`config.mk`:
```
export PLATFORM = sky130hd
export DESIGN_NAME = sample_discriminator_config_scheduler
export DESIGN_NICKNAME = d
export VERILOG_FILES = /design/src/rtl/sample_discriminator_config_scheduler.sv
export SDC_FILE = /design/constraint.sdc
export NUM_CORES = 2
export LEC_CHECK = 0
export CORE_AREA = 4 4 351 353
export CTS_CLUSTER_DIAMETER = 40
export CTS_CLUSTER_SIZE = 25
export DETAILED_ROUTE_END_ITERATION = 12
export DIE_AREA = 0 0 355 357
export DONT_BUFFER_PORTS = 1
export MAX_ROUTING_LAYER = met4
export PLACE_DENSITY = 0.4
export SLEW_MARGIN = 20
export SYNTH_ARGS = -nofsm -noshare
export SYNTH_HDL_FRONTEND = slang
export SYNTH_SLANG_ARGS = --single-unit
```
`constraint.sdc`:
```
create_clock -name adc_clk -period 1.7 [get_ports adc_clk]
set_input_delay 0.085 -clock adc_clk [delete_from_list [all_inputs] [get_ports adc_clk]]
set_output_delay 0.085 -clock adc_clk [all_outputs]
set_load 0.05 [all_outputs]
```
`src/rtl/sample_discriminator_config_scheduler.sv`:
```
// Configuration scheduler for the sample discriminator.
// Shadow registers stage threshold, delay, trigger-select and disable-mask words
// from the configuration streams. On commit the block waits for every channel to
// go idle (or for a drain timeout), applies all staged fields in a single cycle,
// then holds the discriminator in reset long enough to flush its delay lines.
// Each configuration stream is a flattened AXI-stream slave (tdata/tvalid/tready).
module sample_discriminator_config_scheduler #(
    parameter int CHANNELS         = 8,
    parameter int SAMPLE_WIDTH     = 16,
    parameter int MAX_DELAY_CYCLES = 64,
    parameter int TIMER_BITS       = $clog2(MAX_DELAY_CYCLES),
    parameter int SOURCE_BITS      = $clog2(8 + 8),
    parameter int DRAIN_TIMEOUT    = 256,
    parameter int FLUSH_CYCLES     = MAX_DELAY_CYCLES
) (
    input  logic                                   adc_clk,
    input  logic                                   adc_reset,

    input  logic [CHANNELS*2*SAMPLE_WIDTH-1:0]     adc_thresholds_tdata,
    input  logic                                   adc_thresholds_tvalid,
    output logic                                   adc_thresholds_tready,

    input  logic [CHANNELS*3*TIMER_BITS-1:0]       adc_delays_tdata,
    input  logic                                   adc_delays_tvalid,
    output logic                                   adc_delays_tready,

    input  logic [CHANNELS*SOURCE_BITS-1:0]        adc_trigger_select_tdata,
    input  logic                                   adc_trigger_select_tvalid,
    output logic                                   adc_trigger_select_tready,

    input  logic [CHANNELS-1:0]                    adc_disable_discriminator_tdata,
    input  logic                                   adc_disable_discriminator_tvalid,
    output logic                                   adc_disable_discriminator_tready,

    input  logic                                   adc_commit,
    input  logic [CHANNELS-1:0]                    adc_channel_active,

    output logic [CHANNELS*2*SAMPLE_WIDTH-1:0]     adc_thresholds_out,
    output logic [CHANNELS*3*TIMER_BITS-1:0]       adc_delays_out,
    output logic [CHANNELS*SOURCE_BITS-1:0]        adc_trigger_select_out,
    output logic [CHANNELS-1:0]                    adc_disable_out,
    output logic                                   adc_reset_state,
    output logic                                   adc_config_applied,
    output logic                                   adc_config_pending,
    output logic                                   adc_drain_timeout
);

    localparam int THR_W = CHANNELS * 2 * SAMPLE_WIDTH;
    localparam int DLY_W = CHANNELS * 3 * TIMER_BITS;
    localparam int SRC_W = CHANNELS * SOURCE_BITS;

    // Drain counter is at least 9 bits so the default 256-cycle limit fits.
    localparam int DRAIN_BITS = ($clog2(DRAIN_TIMEOUT + 1) > 9) ? $clog2(DRAIN_TIMEOUT + 1) : 9;
    localparam int FLUSH_BITS = ($clog2(FLUSH_CYCLES + 1) > 1) ? $clog2(FLUSH_CYCLES + 1) : 1;

    localparam logic [DRAIN_BITS-1:0] DRAIN_LIMIT = DRAIN_BITS'(DRAIN_TIMEOUT);
    localparam logic [FLUSH_BITS-1:0] FLUSH_LAST  = FLUSH_BITS'(FLUSH_CYCLES - 1);

    // Staged-bit positions
    localparam int ST_THR = 0;
    localparam int ST_DLY = 1;
    localparam int ST_SRC = 2;
    localparam int ST_DIS = 3;

    typedef enum logic [2:0] {
        S_IDLE,
        S_STAGED,
        S_DRAIN,
        S_APPLY,
        S_FLUSH
    } state_t;

    state_t                  state_q, state_d;
    logic [THR_W-1:0]        thr_shadow_q, thr_shadow_d;
    logic [DLY_W-1:0]        dly_shadow_q, dly_shadow_d;
    logic [SRC_W-1:0]        src_shadow_q, src_shadow_d;
    logic [CHANNELS-1:0]     dis_shadow_q, dis_shadow_d;
    logic [3:0]              staged_q, staged_d;
    logic [THR_W-1:0]        thr_out_q, thr_out_d;
    logic [DLY_W-1:0]        dly_out_q, dly_out_d;
    logic [SRC_W-1:0]        src_out_q, src_out_d;
    logic [CHANNELS-1:0]     dis_out_q, dis_out_d;
    logic [DRAIN_BITS-1:0]   drain_cnt_q, drain_cnt_d;
    logic [FLUSH_BITS-1:0]   flush_cnt_q, flush_cnt_d;
    logic                    reset_state_q, reset_state_d;
    logic                    applied_q, applied_d;
    logic                    pending_q, pending_d;
    logic                    timeout_q, timeout_d;
    logic                    post_reset_q, post_reset_d;

    logic                    cfg_window;
    logic [SRC_W-1:0]        default_sources;

    // Default trigger source of channel i is i.
    genvar gi;
    generate
        for (gi = 0; gi < CHANNELS; gi++) begin : g_default_src
            assign default_sources[gi*SOURCE_BITS +: SOURCE_BITS] = SOURCE_BITS'(gi);
        end
    endgenerate

    // Streams are only accepted while nothing is draining, applying or flushing.
    assign cfg_window = (state_q == S_IDLE) || (state_q == S_STAGED);

    assign adc_thresholds_tready            = cfg_window;
    assign adc_delays_tready                = cfg_window;
    assign adc_trigger_select_tready        = cfg_window;
    assign adc_disable_discriminator_tready = cfg_window;

    assign adc_thresholds_out     = thr_out_q;
    assign adc_delays_out         = dly_out_q;
    assign adc_trigger_select_out = src_out_q;
    assign adc_disable_out        = dis_out_q;
    assign adc_reset_state        = reset_state_q;
    assign adc_config_applied     = applied_q;
    assign adc_config_pending     = pending_q;
    assign adc_drain_timeout      = timeout_q;

    // Next-state logic: staging, commit/drain decision, apply and flush sequencing.
    always_comb begin
        state_d      = state_q;
        thr_shadow_d = thr_shadow_q;
        dly_shadow_d = dly_shadow_q;
        src_shadow_d = src_shadow_q;
        dis_shadow_d = dis_shadow_q;
        staged_d     = staged_q;
        thr_out_d    = thr_out_q;
        dly_out_d    = dly_out_q;
        src_out_d    = src_out_q;
        dis_out_d    = dis_out_q;
        drain_cnt_d  = drain_cnt_q;
        flush_cnt_d  = flush_cnt_q;
        applied_d    = 1'b0;
        timeout_d    = timeout_q;
        post_reset_d = post_reset_q;

        case (state_q)
            S_IDLE, S_STAGED: begin
                if (adc_thresholds_tvalid) begin
                    thr_shadow_d     = adc_thresholds_tdata;
                    staged_d[ST_THR] = 1'b1;
                end
                if (adc_delays_tvalid) begin
                    dly_shadow_d     = adc_delays_tdata;
                    staged_d[ST_DLY] = 1'b1;
                end
                if (adc_trigger_select_tvalid) begin
                    src_shadow_d     = adc_trigger_select_tdata;
                    staged_d[ST_SRC] = 1'b1;
                end
                if (adc_disable_discriminator_tvalid) begin
                    dis_shadow_d     = adc_disable_discriminator_tdata;
                    staged_d[ST_DIS] = 1'b1;
                end
                // A write accepted in the commit cycle is part of the commit.
                if (adc_commit && (|staged_d)) begin
                    state_d     = S_DRAIN;
                    drain_cnt_d = '0;
                    timeout_d   = 1'b0;
                end else if (|staged_d) begin
                    state_d = S_STAGED;
                end
            end
            S_DRAIN: begin
                // Idle channels win over a simultaneous timeout.
                if (adc_channel_active == '0) begin
                    state_d = S_APPLY;
                end else begin
                    drain_cnt_d = drain_cnt_q + 1'b1;
                    if (drain_cnt_d == DRAIN_LIMIT) begin
                        state_d   = S_APPLY;
                        timeout_d = 1'b1;
                    end
                end
            end
            S_APPLY: begin
                if (staged_q[ST_THR]) thr_out_d = thr_shadow_q;
                if (staged_q[ST_DLY]) dly_out_d = dly_shadow_q;
                if (staged_q[ST_SRC]) src_out_d = src_shadow_q;
                if (staged_q[ST_DIS]) dis_out_d = dis_shadow_q;
                staged_d    = '0;
                flush_cnt_d = '0;
                state_d     = S_FLUSH;
            end
            S_FLUSH: begin
                if (flush_cnt_q == FLUSH_LAST) begin
                    state_d      = S_IDLE;
                    applied_d    = !post_reset_q;
                    post_reset_d = 1'b0;
                end else begin
                    flush_cnt_d = flush_cnt_q + 1'b1;
                end
            end
            default: begin
                state_d = S_IDLE;
            end
        endcase

        reset_state_d = (state_d == S_FLUSH);
        pending_d     = |staged_d;
    end

    // State and output registers; reset starts a post-reset flush with defaults.
    always_ff @(posedge adc_clk) begin
        if (adc_reset) begin
            state_q       <= S_FLUSH;
            thr_shadow_q  <= '0;
            dly_shadow_q  <= '0;
            src_shadow_q  <= '0;
            dis_shadow_q  <= '0;
            staged_q      <= '0;
            thr_out_q     <= '0;
            dly_out_q     <= '0;
            src_out_q     <= default_sources;
            dis_out_q     <= '1;
            drain_cnt_q   <= '0;
            flush_cnt_q   <= '0;
            reset_state_q <= 1'b1;
            applied_q     <= 1'b0;
            pending_q     <= 1'b0;
            timeout_q     <= 1'b0;
            post_reset_q  <= 1'b1;
        end else begin
            state_q       <= state_d;
            thr_shadow_q  <= thr_shadow_d;
            dly_shadow_q  <= dly_shadow_d;
            src_shadow_q  <= src_shadow_d;
            dis_shadow_q  <= dis_shadow_d;
            staged_q      <= staged_d;
            thr_out_q     <= thr_out_d;
            dly_out_q     <= dly_out_d;
            src_out_q     <= src_out_d;
            dis_out_q     <= dis_out_d;
            drain_cnt_q   <= drain_cnt_d;
            flush_cnt_q   <= flush_cnt_d;
            reset_state_q <= reset_state_d;
            applied_q     <= applied_d;
            pending_q     <= pending_d;
            timeout_q     <= timeout_d;
            post_reset_q  <= post_reset_d;
        end
    end

endmodule
```
==> metrics.txt <==
slew margin rel.=0.339; Num Clock Sinks=908; H-tree Lvls=4; DRC Markers=0; global-route wire length before repair=174 mm; Critical Path Source Type=flip-flop; routed via count=slightly below 30000; Avg Cell Area, Syn=between 7 and 8 µm²; unrepaired setup endpoints after global routing=yes; drt first pass iters=5; Worst Hold Class=input port to flip-flop; wire length per cell=18.0 µm; Max Cap Viol=0; grt ovf=0; Worst-path clk slew=approximately 0.05 ns; Clock Skew=0.0335 ns; NumNets Final=around 5400; Initial Utilization=0.263; Tot Pwr=approximately 55 mW; CP Launch Point=state_q[2]; Mapped Cells=approximately 4000; Area Growth Syn to Fin=51.9%; Final Slew Violations=0; initial antenna violation count=11; gpl congestion=about 0.79; TNS Setup=-0.121 ns; measured slew at the worst slew-check pin=roughly 1 ns; maximum vdd ir drop=around 1 mV; IO buf count=0; Yosys warning total=0; Setup CP Type=flip-flop to output port; most frequent cells in the layout=nand2_1 (1769), dfxtp_1 (905), a21oi_1 (863), buf_4 (493), dlygate4sd3_1 (490); critical path endpoint=adc_delays_tready; 1st-iter DRT viols=2000; via count of the first global-routing pass=between 20000 and 30000; critical path capture point type=output port; HPWL Detailed=about 79 mm; setup slack after layout=-0.0401 ns; fin crit period=1.74 ns; final wirelength=approximately 120 mm; share of cells above drive strength 1=0.176; most common cell after layout, fill and taps aside=nand2_1; num ports=between 900 and 1000; ys flop type=dfxtp_1; Reg2Reg Depth=7; CP arrival=between 1.5 and 2 ns; DP Area=roughly 0.037 mm²; die area=0.127 mm²; Die Ht=approximately 360 µm; ANT nets after route=0; final non-filler cell area=approximately 0.048 mm²; Req. time, crit path=roughly 1.6 ns; row count=around 130; Chip Width=around 360 µm; register area share after synthesis=0.577; gr usage total=0.182; largest net degree at the start of global routing=880; status=finished, violations left; final-report setup violation count=5; fin crit share=1.02; Final Hold Viols=286; clk root buf=clkbuf_16; distinct cell type count after synthesis=46; violated checks=negative hold slack, negative setup slack; worst-skew pair later-pin latency=between 0.7 and 0.8 ns; # fillers=about 12000; Peak Freq=approximately 570 MHz; EDFF count, synth=0; CTS buffer count=between 150 and 200; worst reg2reg startpoint=state_q[2]; CTS tree=done; clk buf depth=3; Core ar.=approximately 0.12 mm²; R2R setup slack=0 ns; flops & latches, synth=about 910; CP max FO=3; Async SR Flop Fraction=0; Power Dens Cells=1140 mW/mm²; worst r2r dst=drain_cnt_q[3]; Leak=approximately 17 nW; Cell Area, Synth=0.0315 mm²; Hold Slack=-0.600 ns; Vias/cell=approximately 4.4; Mapped Nets=4447
what timing repair did:
item,CTS,global route
hold buffers,430,60
gates resized for setup,14,39
setup buffers,5,10
cloned,2,7
hold endpoints to repair,908,500
pin swaps,2,9
endpoints found under the setup margin,229,286
metal layers:
layer	up-vias	routed length (µm)	track usage
met2	916	56800	0.293
met1	13500	48800	0.207
met5	-	0	-
met4	0	3690	0.0686
li1	14800	-	-
met3	189	10800	0.0686
cells in the mapped netlist, types with 3 or more instances:
cell,number,area [µm²]
nand2_1,1773,6660
dfxtp_1,908,18200
a21oi_1,869,4350
clkbuf_1,149,559
buf_2,115,576
nand3_1,42,210
buf_4,38,285
nor2_1,14,52.6
or3_1,8,50.1
and2_1,7,43.8
o21ai_0,7,35.0
a31oi_1,4,25.0
inv_1,4,15.0
mux2i_1,3,30.0
nor3_1,3,15.0
nor4_1,3,18.8
o31ai_1,3,22.5
critical path, stage by stage, from the launching register on:
cell     delay, ns
dfxtp_2       0.31
buf_6         0.11
nor2_4        0.11
buf_6         0.16
buf_12        0.19
state kept, by name (all words and copies together) (netlist names):
signal and count:
adc_trigger_select_out 32, dly_shadow_q 144, thr_shadow_q 256, adc_reset_state 1
state_q 3, flush_cnt_q 7, adc_disable_out 8, adc_delays_out 144
adc_thresholds_out 256, adc_config_pending 1, dis_shadow_q 8, staged_q 4
adc_config_applied 1, post_reset_q 1, drain_cnt_q 9, adc_drain_timeout 1
src_shadow_q 32
cell type report:
class / instances / area, µm² / area share
clock inverter: 96 / 1210 / 0.0252
multi-input combinational: 2776 / 12000 / 0.251
tap: 1612 / 2020 / 0.0422
antenna: 9 / 22.5 / 0.000471
sequential: 908 / 18200 / 0.380
inverter: 4 / 15.0 / 0.000314
timing repair buffer: 1062 / 10200 / 0.213
clock buffer: 183 / 4190 / 0.0876
stage by stage:
stage,hold slack [ns],util,instances,worst slack [ns]
after floorplan,0.221,-,3990,0.00386
after global placement,0.222,0.307,5844,-0.0981
after detailed placement,0.225,0.307,5844,-0.126
after CTS,-0.640,0.390,6560,-0.149
after global routing,-0.665,0.399,6650,-0.126
final,-0.600,0.399,6650,-0.0401
worst min-delay path by stage:
stage	startpoint	endpoint	slack [ns]	depth (start not counted)
2_1_floorplan	adc_disable_discriminator_tdata[0]	dis_shadow_q[0]	0.22	2
3_3_place_gp	adc_reset	src_shadow_q[31]	0.22	1
3_5_place_dp	adc_reset	src_shadow_q[31]	0.22	1
4_1_cts	adc_reset	src_shadow_q[31]	-0.64	1
5_1_grt	adc_reset	thr_shadow_q[251]	-0.67	1
6_report	adc_reset	src_shadow_q[31]	-0.60	1
cell families (layout without fill, tap and decap cells):
group	count (synthesis)	count (layout)	synth area share
xor+xnor	1	1	0.000278
fa+ha+maj	2	2	0.000794
compound gates	897	898	0.145
buf+inv	307	1345	0.0459
simple gates	1872	1872	0.230
other cells	0	9	0
flops	908	908	0.577
mux	3	3	0.000953
report_power, final:
| part | leakage, nW | switching (mW) | internal [mW] | total (mW) |
|---|---|---|---|---|
| clock | 2.62 | 11.6 | 20.4 | 32.1 |
| combinational | 7.48 | 0.576 | 0.812 | 1.39 |
| sequential | 7.31 | 0.00500 | 21.3 | 21.3 |
| total | 17.4 | 12.2 | 42.5 | 54.8 |
Power figures use the tool's default switching activity.
